<file path="config.mk">
export PLATFORM = sky130hd
export DESIGN_NAME = fir_output_capture
export DESIGN_NICKNAME = d
export VERILOG_FILES = /design/src/rtl/fir_output_capture.sv
export SDC_FILE = /design/constraint.sdc
export NUM_CORES = 1
export LEC_CHECK = 0
export ABC_CLOCK_PERIOD_IN_PS = 2100
export BUFFER_PORTS_ARGS = -buffer_cell sky130_fd_sc_hd__buf_4
export CORE_MARGIN = 2
export CORE_UTILIZATION = 56
export DETAILED_ROUTE_END_ITERATION = 7
export HOLD_SLACK_MARGIN = 0.02
export PLACE_DENSITY = 0.76
export SLEW_MARGIN = 15
export SYNTH_ARGS = -nofsm -noshare
export SYNTH_HDL_FRONTEND = slang
export SYNTH_SLANG_ARGS = --single-unit
</file>
<file path="constraint.sdc">
create_clock -name clk -period 2.1 [get_ports clk]
set_input_delay 0 -clock clk [delete_from_list [all_inputs] [get_ports clk]]
set_output_delay 0 -clock clk [all_outputs]
set_load 0.01 [all_outputs]
</file>
<file path="src/rtl/fir_output_capture.sv">
// -----------------------------------------------------------------------------
// fir_output_capture
//   Captures filtered samples from FIR_Filter data_out into an on-chip buffer.
//   After an arm pulse, the block drops SKIP valid samples (the filter fill
//   latency), then records DEPTH consecutive valid samples and tracks the
//   largest magnitude seen during the run. A registered read port serves a
//   host or bench checker in any state.
//
// Ports
//   clk         rising-edge clock
//   reset       asynchronous, active-low reset
//   start       arm pulse, honoured only in IDLE and DONE
//   data_in     filtered sample (N-bit two's complement)
//   data_valid  data_in qualifier; low stalls counting and capture
//   rd_en       read request
//   rd_addr     read address
//   rd_data     registered buffer word, holds while rd_en is low
//   rd_valid    one-cycle pulse in the cycle after rd_en
//   busy        high while skipping or capturing
//   done        high once the buffer is full, until re-armed or reset
//   wr_addr     next write slot, i.e. samples captured so far
//   peak        largest |sample| captured this run (unsigned)
// -----------------------------------------------------------------------------
module fir_output_capture #(
    parameter int N     = 16,
    parameter int DEPTH = 32,
    parameter int AW    = 5,
    parameter int SKIP  = 16
) (
    input  logic          clk,
    input  logic          reset,
    input  logic          start,
    input  logic [N-1:0]  data_in,
    input  logic          data_valid,
    input  logic          rd_en,
    input  logic [AW-1:0] rd_addr,
    output logic [N-1:0]  rd_data,
    output logic          rd_valid,
    output logic          busy,
    output logic          done,
    output logic [AW-1:0] wr_addr,
    output logic [N-1:0]  peak
);

    // Skip counter only needs to reach SKIP-1; the SKIP-th sample exits.
    localparam int unsigned SW = (SKIP > 1) ? $clog2(SKIP) : 1;
    localparam logic [SW-1:0] SKIP_LAST = SW'((SKIP > 0) ? SKIP - 1 : 0);
    localparam logic [AW-1:0] ADDR_LAST = AW'(DEPTH - 1);
    localparam logic [N-1:0]  MOST_NEG  = {1'b1, {(N-1){1'b0}}};
    localparam logic [N-1:0]  MOST_POS  = {1'b0, {(N-1){1'b1}}};

    typedef enum logic [1:0] {
        S_IDLE,
        S_SKIP,
        S_CAPTURE,
        S_DONE
    } state_t;

    state_t         state;
    state_t         state_nxt;
    logic [SW-1:0]  skip_cnt;
    logic [N-1:0]   mem [DEPTH];
    logic [N-1:0]   mag;
    logic           arm;
    logic           skip_hit;
    logic           cap_wr;
    logic           last_wr;

    // A sample arriving on the arming edge is seen while still in IDLE/DONE,
    // so it is neither counted nor stored.
    assign arm      = start && ((state == S_IDLE) || (state == S_DONE));
    assign skip_hit = (state == S_SKIP) && data_valid && (skip_cnt == SKIP_LAST);
    assign cap_wr   = (state == S_CAPTURE) && data_valid;
    assign last_wr  = cap_wr && (wr_addr == ADDR_LAST);

    // State register
    always_ff @(posedge clk or negedge reset) begin
        if (!reset) begin
            state <= S_IDLE;
        end else begin
            state <= state_nxt;
        end
    end

    // Next-state logic
    always_comb begin
        state_nxt = state;
        case (state)
            S_IDLE, S_DONE: begin
                if (start) begin
                    state_nxt = (SKIP == 0) ? S_CAPTURE : S_SKIP;
                end
            end
            S_SKIP: begin
                if (skip_hit) begin
                    state_nxt = S_CAPTURE;
                end
            end
            S_CAPTURE: begin
                if (last_wr) begin
                    state_nxt = S_DONE;
                end
            end
            default: state_nxt = S_IDLE;
        endcase
    end

    // Status outputs decoded from state
    always_comb begin
        busy = (state == S_SKIP) || (state == S_CAPTURE);
        done = (state == S_DONE);
    end

    // |x| in N bits; the most negative value has no positive twin and saturates.
    always_comb begin
        mag = data_in;
        if (data_in[N-1]) begin
            mag = (data_in == MOST_NEG) ? MOST_POS : -data_in;
        end
    end

    // Counters, peak tracker and registered read port
    always_ff @(posedge clk or negedge reset) begin
        if (!reset) begin
            wr_addr  <= '0;
            peak     <= '0;
            skip_cnt <= '0;
            rd_data  <= '0;
            rd_valid <= 1'b0;
        end else begin
            rd_valid <= rd_en;
            if (rd_en) begin
                rd_data <= mem[rd_addr];
            end

            if (arm) begin
                wr_addr  <= '0;
                peak     <= '0;
                skip_cnt <= '0;
            end else if ((state == S_SKIP) && data_valid) begin
                skip_cnt <= skip_cnt + SW'(1);
            end else if (cap_wr) begin
                // DEPTH is a power of two, so the last write wraps to 0.
                wr_addr <= wr_addr + AW'(1);
                if (mag > peak) begin
                    peak <= mag;
                end
            end
        end
    end

    // Buffer storage; never reset. A same-cycle read sees the old word.
    always_ff @(posedge clk) begin
        if (cap_wr) begin
            mem[wr_addr] <= data_in;
        end
    end

endmodule
</file>
==> flow_results.xml, run 1 <==
<?xml version="1.0" encoding="UTF-8"?>
<metrics>
  <group name="setup_path">
    <metric name="critical_path.endpoint_type" unit="">register</metric>
    <metric name="logic_depth_of_the_worst_register_to_register_path" unit="">10</metric>
    <metric name="data_required_time_of_the_worst_path" unit="ps">2580</metric>
    <metric name="cp.arrival" unit="ps">3250</metric>
    <metric name="timing.reg2reg.setup_slack" unit="ps">-130</metric>
    <metric name="criticalPathCategory" unit="">in2reg</metric>
    <metric name="start_kind" unit="">primary input</metric>
    <metric name="crit_fanout" unit="">16</metric>
  </group>
  <group name="final_layout">
    <metric name="drive_above_1_share" unit="%">35.3</metric>
    <metric name="post_layout_nonfiller_instances" unit="">1940</metric>
    <metric name="nFillCells" unit="">2293</metric>
    <metric name="layout.core_utilization" unit="%">69.2</metric>
    <metric name="syn2layout_area_growth" unit="%">21.5</metric>
    <metric name="net_count_of_the_finished_layout" unit="">1432</metric>
  </group>
  <group name="synthesis">
    <metric name="yosys_register_bits" unit="">556</metric>
    <metric name="sequential_share_of_the_synthesized_area" unit="%">74.5</metric>
    <metric name="syn_avg_cell_area" unit="um2">19.7</metric>
    <metric name="synth.distinct_cells" unit="">51</metric>
    <metric name="post_synth_inst_count" unit="">1124</metric>
    <metric name="postSynth.topFlopCell" unit="">sky130_fd_sc_hd__edfxtp_1</metric>
    <metric name="synth_fp_nets" unit="">1177</metric>
    <metric name="ys_warn_count" unit="">0</metric>
    <metric name="async_reset_ff_share" unit="%">7.91</metric>
    <metric name="post_synth_instance_area" unit="um2">22100</metric>
    <metric name="edff_count_synth" unit="">512</metric>
  </group>
  <group name="global_route">
    <metric name="pin_count_of_the_biggest_net_entering_global_routing" unit="">36</metric>
    <metric name="globalRouteTotalUtil" unit="%">27.1</metric>
    <metric name="grt_util_met3" unit="%">5.79</metric>
    <metric name="grt_util_met1" unit="%">38.1</metric>
    <metric name="top_usage_layer" unit="">met2</metric>
    <metric name="grt_pass1_vias" unit="">12260</metric>
    <metric name="use_met2" unit="%">42.9</metric>
    <metric name="antenna_found_initial" unit="">3</metric>
    <metric name="grt_pass1_wl" unit="mm">80.0</metric>
    <metric name="grt_overflow_total" unit="">0</metric>
  </group>
  <group name="cts">
    <metric name="clock_sink_count" unit="">556</metric>
    <metric name="tritoncts" unit="">built</metric>
    <metric name="clock_latency" unit="ps">600</metric>
    <metric name="cts_max_level" unit="">2</metric>
    <metric name="clock_tree.buffer_depth" unit="">3</metric>
    <metric name="clkTransAtPathRegs" unit="ps">60</metric>
    <metric name="cts_made_buffers" unit="">52</metric>
    <metric name="clockRootBuffer" unit="">sky130_fd_sc_hd__clkbuf_16</metric>
  </group>
  <group name="power">
    <metric name="p_int" unit="W">0.0190</metric>
    <metric name="power.net_switching" unit="W">0.00572</metric>
    <metric name="power_density" unit="nW/um2">921</metric>
    <metric name="pwr-share-seq" unit="%">50.6</metric>
    <metric name="vdd_ir_drop_max" unit="mV">0.903</metric>
    <metric name="p_sw_share" unit="%">23.1</metric>
    <metric name="cellLeakagePower" unit="nW">9.23</metric>
    <metric name="clock_power_share" unit="%">37.1</metric>
    <metric name="comb_power_share" unit="%">12.3</metric>
  </group>
  <group name="drt">
    <metric name="wire_per_inst" unit="um">27.9</metric>
    <metric name="vias" unit="">12104</metric>
    <metric name="drtIter0Drc" unit="">1399</metric>
    <metric name="drt_pre_antenna_iters" unit="">8</metric>
    <metric name="detail-route-antenna-nets" unit="">0</metric>
    <metric name="route.detailed.vias_per_inst" unit="">6.24</metric>
    <metric name="drcViolationCount" unit="">0</metric>
    <metric name="totalWireLength" unit="mm">54.1</metric>
  </group>
  <group name="sta">
    <metric name="shortest_clock_period_the_worst_path_allows_after_layout" unit="ps">2770</metric>
    <metric name="fin_ws" unit="ps">-675</metric>
    <metric name="report.final.setup_viol" unit="">16</metric>
    <metric name="clock_skew" unit="ps">16.8</metric>
    <metric name="max_slew_margin" unit="%">16.9</metric>
    <metric name="drv_slew" unit="">0</metric>
    <metric name="tightestPinTransition" unit="ps">1240</metric>
    <metric name="finalCritPeriodShare" unit="%">132</metric>
    <metric name="finalHoldViolations" unit="">0</metric>
    <metric name="grt_setup_unrepaired" unit="">yes</metric>
    <metric name="fmaxAchievable" unit="MHz">360</metric>
  </group>
  <group name="run_status">
    <metric name="violations" unit="">negative setup slack</metric>
    <metric name="outcome" unit="">finished, violations left</metric>
  </group>
  <group name="job">
    <metric name="cap_violations" unit="">0</metric>
  </group>
  <group name="die">
    <metric name="die_width" unit="um">203</metric>
    <metric name="pin_count" unit="">66</metric>
    <metric name="placeableCoreArea" unit="um2">38800</metric>
    <metric name="placement_rows" unit="">72</metric>
    <metric name="die_h" unit="um">203</metric>
    <metric name="floorplan.die_area" unit="um2">41100</metric>
    <metric name="initial_core_util" unit="%">56.9</metric>
  </group>
  <group name="placement">
    <metric name="preCtsSetupSlack" unit="ps">-1810</metric>
    <metric name="placedCellCount" unit="">1808</metric>
    <metric name="port_buffers" unit="">65</metric>
    <metric name="place.detailed.hpwl" unit="mm">31.9</metric>
    <metric name="gp_routability_congestion" unit="">0.867</metric>
  </group>
  <group name="hold_path">
    <metric name="worstHoldPathCells" unit="">3</metric>
    <metric name="hold_class" unit="">in2reg</metric>
  </group>
</metrics>
## worst max-delay path, cell delays in order
cell	delay (ps)
sky130_fd_sc_hd__buf_8	110
sky130_fd_sc_hd__or4_4	530
sky130_fd_sc_hd__or4b_4	540
sky130_fd_sc_hd__nor2_4	140
sky130_fd_sc_hd__nor2_1	50
sky130_fd_sc_hd__mux2i_1	230
sky130_fd_sc_hd__ha_1	300
sky130_fd_sc_hd__nand4_1	120
sky130_fd_sc_hd__buf_4	140
sky130_fd_sc_hd__nor3_2	40
sky130_fd_sc_hd__nor4_2	300
sky130_fd_sc_hd__a31oi_2	180
sky130_fd_sc_hd__nor2b_4	170
sky130_fd_sc_hd__buf_12	160
sky130_fd_sc_hd__a22o_2	250
## synth_stat cells (4+ instances only)
cell	instances	area, um2
sky130_fd_sc_hd__nand4_1	4	25.0
sky130_fd_sc_hd__inv_1	35	131
sky130_fd_sc_hd__buf_2	22	110
sky130_fd_sc_hd__o22ai_1	32	200
sky130_fd_sc_hd__nand2_1	30	113
sky130_fd_sc_hd__clkbuf_1	33	124
sky130_fd_sc_hd__o21ai_0	25	125
sky130_fd_sc_hd__nand3_1	20	100
sky130_fd_sc_hd__a22o_2	8	80.1
sky130_fd_sc_hd__nor2_1	57	214
sky130_fd_sc_hd__xor2_1	11	96.3
sky130_fd_sc_hd__a21oi_1	19	95.1
sky130_fd_sc_hd__ha_1	27	338
sky130_fd_sc_hd__a22oi_1	9	67.6
sky130_fd_sc_hd__mux2i_1	27	270
sky130_fd_sc_hd__mux4_2	128	2880
sky130_fd_sc_hd__a22o_1	8	70.1
sky130_fd_sc_hd__mux2_2	14	158
sky130_fd_sc_hd__nand3b_1	4	30.0
sky130_fd_sc_hd__edfxtp_1	512	15400
sky130_fd_sc_hd__or3_1	4	25.0
sky130_fd_sc_hd__nor3_1	11	55.1
sky130_fd_sc_hd__dfrtp_1	44	1100
## placed cells by master (no fill, tap or decap), types with 3 or more instances in the layout
cell	netlist	final
sky130_fd_sc_hd__nand4_1	4	4
sky130_fd_sc_hd__a22o_2	8	8
sky130_fd_sc_hd__clkinv_2	0	9
sky130_fd_sc_hd__a22o_1	8	8
sky130_fd_sc_hd__nand2_1	30	26
sky130_fd_sc_hd__nor2_1	57	44
sky130_fd_sc_hd__inv_1	35	35
sky130_fd_sc_hd__ha_4	0	5
sky130_fd_sc_hd__bufinv_16	0	4
sky130_fd_sc_hd__dlygate4sd3_1	0	21
sky130_fd_sc_hd__o21ai_0	25	24
sky130_fd_sc_hd__a21o_1	3	3
sky130_fd_sc_hd__clkbuf_1	33	13
sky130_fd_sc_hd__clkinvlp_4	0	3
sky130_fd_sc_hd__edfxtp_1	512	512
sky130_fd_sc_hd__o31ai_1	3	3
sky130_fd_sc_hd__buf_4	1	193
sky130_fd_sc_hd__or3_1	4	4
sky130_fd_sc_hd__buf_6	1	3
sky130_fd_sc_hd__nand3b_1	4	4
sky130_fd_sc_hd__mux4_2	128	128
sky130_fd_sc_hd__clkbuf_16	0	53
sky130_fd_sc_hd__mux2i_1	27	24
sky130_fd_sc_hd__mux2_2	14	14
sky130_fd_sc_hd__buf_12	0	41
sky130_fd_sc_hd__nor3_1	11	9
sky130_fd_sc_hd__xor2_1	11	11
sky130_fd_sc_hd__o22ai_1	32	32
sky130_fd_sc_hd__ha_1	27	22
sky130_fd_sc_hd__mux2i_2	0	3
sky130_fd_sc_hd__a22oi_1	9	9
sky130_fd_sc_hd__nand3_1	20	20
sky130_fd_sc_hd__clkinv_1	0	8
sky130_fd_sc_hd__nor2_2	0	12
sky130_fd_sc_hd__a21oi_1	19	19
sky130_fd_sc_hd__dfrtp_1	44	44
## power by group through the flow
stage / Clock [W] / Sequential, W / Combinational [W]
after detailed placement: 0 / 0.0127 / 0.00286
after CTS: 0.00927 / 0.0125 / 0.00303
after global placement: 0 / 0.0127 / 0.00276
after floorplan: 0 / 0.0128 / 0.00137
final: 0.00918 / 0.0125 / 0.00305
after global routing: 0.00967 / 0.0125 / 0.00328
## area by class of cell
class	instances	area (um2)	share of cell area (%)
well taps	518	648	2.41
inverters	35	131	0.489
diodes	1	2.50	0.00932
repair buffers	259	2530	9.42
clock inverters	28	253	0.941
clock buffers	68	1400	5.22
flip-flops and latches	556	16500	61.4
multi-input cells	475	5410	20.1
## worst paths after layout
kind | startpoint | to
setup reg to reg | peak[15] | peak[9]
hold reg to reg | rd_data[0] | rd_data[0]
setup / recovery | data_in[10] | peak[9]
min in group asynchronous | reset | rd_data[7]
max in group asynchronous | reset | skip_cnt[0]
hold / removal | data_in[14] | mem[18][14]
## sequential cells by signal, summed over array words and instances, names as in the netlist
| name | count |
|---|---|
| rd_valid | 1 |
| peak | 16 |
| state | 2 |
| skip_cnt | 4 |
| wr_addr | 5 |
| mem | 512 |
| rd_data | 16 |
## kinds of logic after synthesis
kind of cell               synth area share, %
DFF                                       74.5
muxes                                     15.0
and+or+nand+nor                           3.20
AOI/OAI and AO/OA                         3.49
adders and majority gates                 1.53
xor gates and xnor gates                 0.515
buffers and inverters                     1.75
## what timing repair did
item                                    in CTS  in global routing
cloned                                       0                  0
setup buffers                                4                  3
pin swaps                                    7                  6
hold buffers                                29                  0
endpoints found under the setup margin      16                 19
gates resized for setup                     10                  5
hold endpoints to repair                   361                  0
## metal layers
layer / up-vias / share of wire, %
met2: 674 / 48
met3: 96 / 10
met1: 6230 / 38
met4: 4 / 2.9
met5: - / 0.052
li1: 5100 / -
## through the flow
step | instance area, um2 | hold WS (ps) | power, W | TNS, ps
floorplan | 22200 | -296 | 0.0142 | -24130
global placement | 24700 | 80.6 | 0.0155 | -27210
detailed placement | 24700 | 84.0 | 0.0156 | -28650
CTS | 26800 | 34.9 | 0.0248 | -10580
global route | 26800 | 41.3 | 0.0255 | -13170
finish | 26900 | 52.5 | 0.0247 | -10410
(Power assumes the default switching activity.)
==> run 2, diff against run 1 <==
Settings changed: ABC_AREA from default to 1, CAP_MARGIN from default to 10.
==> run 2 against run 1 <==
Effect of this change:
- the run now ends clean
- synthesized area rose by 8.0%
- combinational power rose by 2%
- count of clock-buffer cells in the layout rose by 8
- non-clock buffer count fell by 25
- register-to-register slack improved by 210 ps
- utilization fell by 2.7 points
- sequential share of layout area fell by 2.4 points
- setup slack improved by 750 ps
- final cell count rose by 49%
- first-iteration DRC count rose by 33%
- die area rose by 7.8%
- clock skew fell by 6.5 ps
- largest power group unchanged
- highest routed layer is now met4
==> flow_results.xml, run 2 <==
<?xml version="1.0" encoding="UTF-8"?>
<metrics>
  <group name="global_route">
    <metric name="grt_pass1_vias" unit="">16505</metric>
    <metric name="grt_overflow_total" unit="">0</metric>
    <metric name="grt_pass1_wl" unit="mm">96.2</metric>
    <metric name="pin_count_of_the_biggest_net_entering_global_routing" unit="">123</metric>
    <metric name="globalRouteTotalUtil" unit="%">29.1</metric>
    <metric name="antenna_found_initial" unit="">0</metric>
  </group>
  <group name="final_layout">
    <metric name="multi_input_comb_area" unit="um2">6460</metric>
    <metric name="net_count_of_the_finished_layout" unit="">2361</metric>
    <metric name="top_register" unit="">mem</metric>
    <metric name="most-common-layout-cells" unit="">sky130_fd_sc_hd__nand2_1 (742), sky130_fd_sc_hd__edfxtp_1 (512), sky130_fd_sc_hd__nand3_1 (476), sky130_fd_sc_hd__buf_4 (159), sky130_fd_sc_hd__inv_1 (67)</metric>
    <metric name="layout.cell_area.non_filler" unit="um2">27900</metric>
    <metric name="regArea" unit="um2">16500</metric>
    <metric name="nFillCells" unit="">3058</metric>
    <metric name="drive_above_1_share" unit="%">14.6</metric>
    <metric name="diodes" unit="">0</metric>
    <metric name="post_layout_nonfiller_instances" unit="">2892</metric>
    <metric name="layout.core_utilization" unit="%">66.5</metric>
    <metric name="largest_register_ff_count" unit="">512</metric>
    <metric name="layout_commonest_cell" unit="">sky130_fd_sc_hd__nand2_1</metric>
    <metric name="syn2layout_area_growth" unit="%">17.1</metric>
    <metric name="top_regs" unit="">mem x512, peak x16, rd_data x16</metric>
  </group>
  <group name="setup_path">
    <metric name="critical_path.endpoint_type" unit="">register</metric>
    <metric name="criticalPathCategory" unit="">reg2reg</metric>
    <metric name="crit_fanout" unit="">6</metric>
    <metric name="data_required_time_of_the_worst_path" unit="ps">2630</metric>
    <metric name="cp.arrival" unit="ps">2550</metric>
    <metric name="start_kind" unit="">register</metric>
  </group>
  <group name="drt">
    <metric name="drtIter0Drc" unit="">1862</metric>
    <metric name="totalWireLength" unit="mm">63.5</metric>
    <metric name="detail-route-antenna-nets" unit="">0</metric>
    <metric name="vias" unit="">16848</metric>
    <metric name="drt_pre_antenna_iters" unit="">8</metric>
    <metric name="route.detailed.vias_per_inst" unit="">5.83</metric>
    <metric name="wire_per_inst" unit="um">22.0</metric>
    <metric name="drcViolationCount" unit="">0</metric>
  </group>
  <group name="synthesis">
    <metric name="yosysTopAreaCell" unit="">sky130_fd_sc_hd__edfxtp_1</metric>
    <metric name="edff_count_synth" unit="">512</metric>
    <metric name="synth.distinct_cells" unit="">35</metric>
    <metric name="syn_avg_cell_area" unit="um2">11.2</metric>
    <metric name="yosysTopAreaCellShare" unit="%">64.4</metric>
    <metric name="yosys_register_bits" unit="">556</metric>
    <metric name="post_synth_top_cells" unit="">sky130_fd_sc_hd__nand2_1 (750), sky130_fd_sc_hd__edfxtp_1 (512), sky130_fd_sc_hd__nand3_1 (480)</metric>
    <metric name="sequential_share_of_the_synthesized_area" unit="%">69.0</metric>
    <metric name="postSynth.topFlopCell" unit="">sky130_fd_sc_hd__edfxtp_1</metric>
    <metric name="post_synth_inst_count" unit="">2133</metric>
    <metric name="async_reset_ff_share" unit="%">7.91</metric>
    <metric name="post_synth_instance_area" unit="um2">23900</metric>
    <metric name="ys_warn_count" unit="">0</metric>
    <metric name="synth_top_cells_by_area" unit="">sky130_fd_sc_hd__edfxtp_1 (64%), sky130_fd_sc_hd__nand2_1 (12%), sky130_fd_sc_hd__nand3_1 (10%)</metric>
    <metric name="count_leader_synth" unit="">sky130_fd_sc_hd__nand2_1</metric>
    <metric name="synth_fp_nets" unit="">2186</metric>
  </group>
  <group name="power">
    <metric name="cellLeakagePower" unit="nW">10.9</metric>
    <metric name="power_density" unit="nW/um2">892</metric>
    <metric name="p_total" unit="W">0.0249</metric>
    <metric name="vdd_ir_drop_max" unit="mV">0.558</metric>
  </group>
  <group name="hold_path">
    <metric name="hold_class" unit="">in2reg</metric>
  </group>
  <group name="die">
    <metric name="die_width" unit="um">210</metric>
    <metric name="initial_core_util" unit="%">56.8</metric>
    <metric name="die_h" unit="um">210</metric>
    <metric name="pin_count" unit="">66</metric>
    <metric name="placeableCoreArea" unit="um2">42000</metric>
    <metric name="floorplan.die_area" unit="um2">44300</metric>
    <metric name="placement_rows" unit="">75</metric>
  </group>
  <group name="cts">
    <metric name="clockRootBuffer" unit="">sky130_fd_sc_hd__clkbuf_16</metric>
    <metric name="clock_latency" unit="ps">600</metric>
    <metric name="cts_made_buffers" unit="">55</metric>
    <metric name="clock_tree.buffer_depth" unit="">3</metric>
    <metric name="cts_max_level" unit="">2</metric>
    <metric name="clkTransAtPathRegs" unit="ps">60</metric>
    <metric name="clock_sink_count" unit="">556</metric>
    <metric name="tritoncts" unit="">built</metric>
  </group>
  <group name="sta">
    <metric name="fmaxAchievable" unit="MHz">495</metric>
    <metric name="finalCritPeriodShare" unit="%">96.2</metric>
    <metric name="report.final.setup_viol" unit="">0</metric>
    <metric name="drv_slew" unit="">0</metric>
    <metric name="shortest_clock_period_the_worst_path_allows_after_layout" unit="ps">2020</metric>
    <metric name="max_slew_margin" unit="%">47.8</metric>
    <metric name="clock_skew" unit="ps">10.3</metric>
    <metric name="finalHoldViolations" unit="">0</metric>
    <metric name="fin_ws" unit="ps">79.1</metric>
    <metric name="tightestPinTransition" unit="ps">782</metric>
  </group>
  <group name="placement">
    <metric name="postPlaceCellArea" unit="um2">25700</metric>
    <metric name="port_buffers" unit="">65</metric>
    <metric name="placedCellCount" unit="">2750</metric>
    <metric name="place.detailed.hpwl" unit="mm">38.2</metric>
    <metric name="gp_routability_congestion" unit="">0.872</metric>
    <metric name="preCtsSetupSlack" unit="ps">-434</metric>
  </group>
  <group name="run_status">
    <metric name="outcome" unit="">finished clean</metric>
  </group>
  <group name="job">
    <metric name="cap_violations" unit="">0</metric>
  </group>
</metrics>
-- run 2: area by class of cell --
cell class              instances  area share, %
clock inverters                26          0.528
repair buffers                234           8.43
flip-flops and latches        556           59.0
clock buffers                  76           5.54
multi-input cells            1386           23.1
well taps                     539           2.41
inverters                      75           1.04
-- run 2: worst paths after layout --
kind                          endpoint         from  cells past startpoint  slack [ps]
min in group asynchronous      peak[0]        reset                      4         460
min reg2reg                rd_data[13]  rd_data[13]                      2         490
max in group asynchronous   wr_addr[1]        reset                      4        1390
max                            peak[3]     peak[15]                     11          80
max reg2reg                    peak[3]     peak[15]                     11          80
min                           peak[14]  data_in[14]                      7          30
-- run 2: kinds of logic after synthesis --
kind of cell	share of synthesized area, %
buffers and inverters	4.63
flip-flops	69.0
XOR/XNOR	0.220
AND/OR/NAND/NOR	23.7
AO/OA/AOI/OAI	0.980
adder cells (fa/ha/maj)	1.42
-- run 2: metrics by stage --
step | setup TNS [ps] | hold WS, ps
after floorplan | 0 | -296
after global placement | -5080 | 77.9
after detailed placement | -6060 | 84.8
after CTS | 0 | 43.8
after global routing | -540 | 53.7
final | 0 | 25.8
-- run 2: critical path, cell delays in order (launching register included) --
cell                      delay (ps)
sky130_fd_sc_hd__dfrtp_1         430
sky130_fd_sc_hd__inv_1            60
sky130_fd_sc_hd__ha_1            310
sky130_fd_sc_hd__nand2_1         130
sky130_fd_sc_hd__nor2_4           60
sky130_fd_sc_hd__nand2_2          90
sky130_fd_sc_hd__nor2_4           50
sky130_fd_sc_hd__buf_4           130
sky130_fd_sc_hd__a21oi_4         230
sky130_fd_sc_hd__buf_6           150
sky130_fd_sc_hd__nand3_4         120
sky130_fd_sc_hd__o21ai_2         180
-- run 2: layer usage --
metal | track usage [%] | vias up | part of all wire, %
met5 | 0 | - | 0
met3 | 4.57 | 155 | 9.2
met4 | 12.1 | 0 | 4.0
met2 | 49.0 | 870 | 49
met1 | 38.1 | 8107 | 37
li1 | - | 7716 | -
-- run 2: what timing repair did --
action                     in CTS  in global routing
setup endpoints to repair       0                 16
hold endpoints to repair      397                  0
resized for setup               0                 45
setup buffers                   0                  6
hold buffers                   33                  0
-- run 2: power breakdown --
group / switching, W / internal [W]
logic: 0.00200 / 0.00111
clock network: 0.00406 / 0.00525
registers: 0.000177 / 0.0123
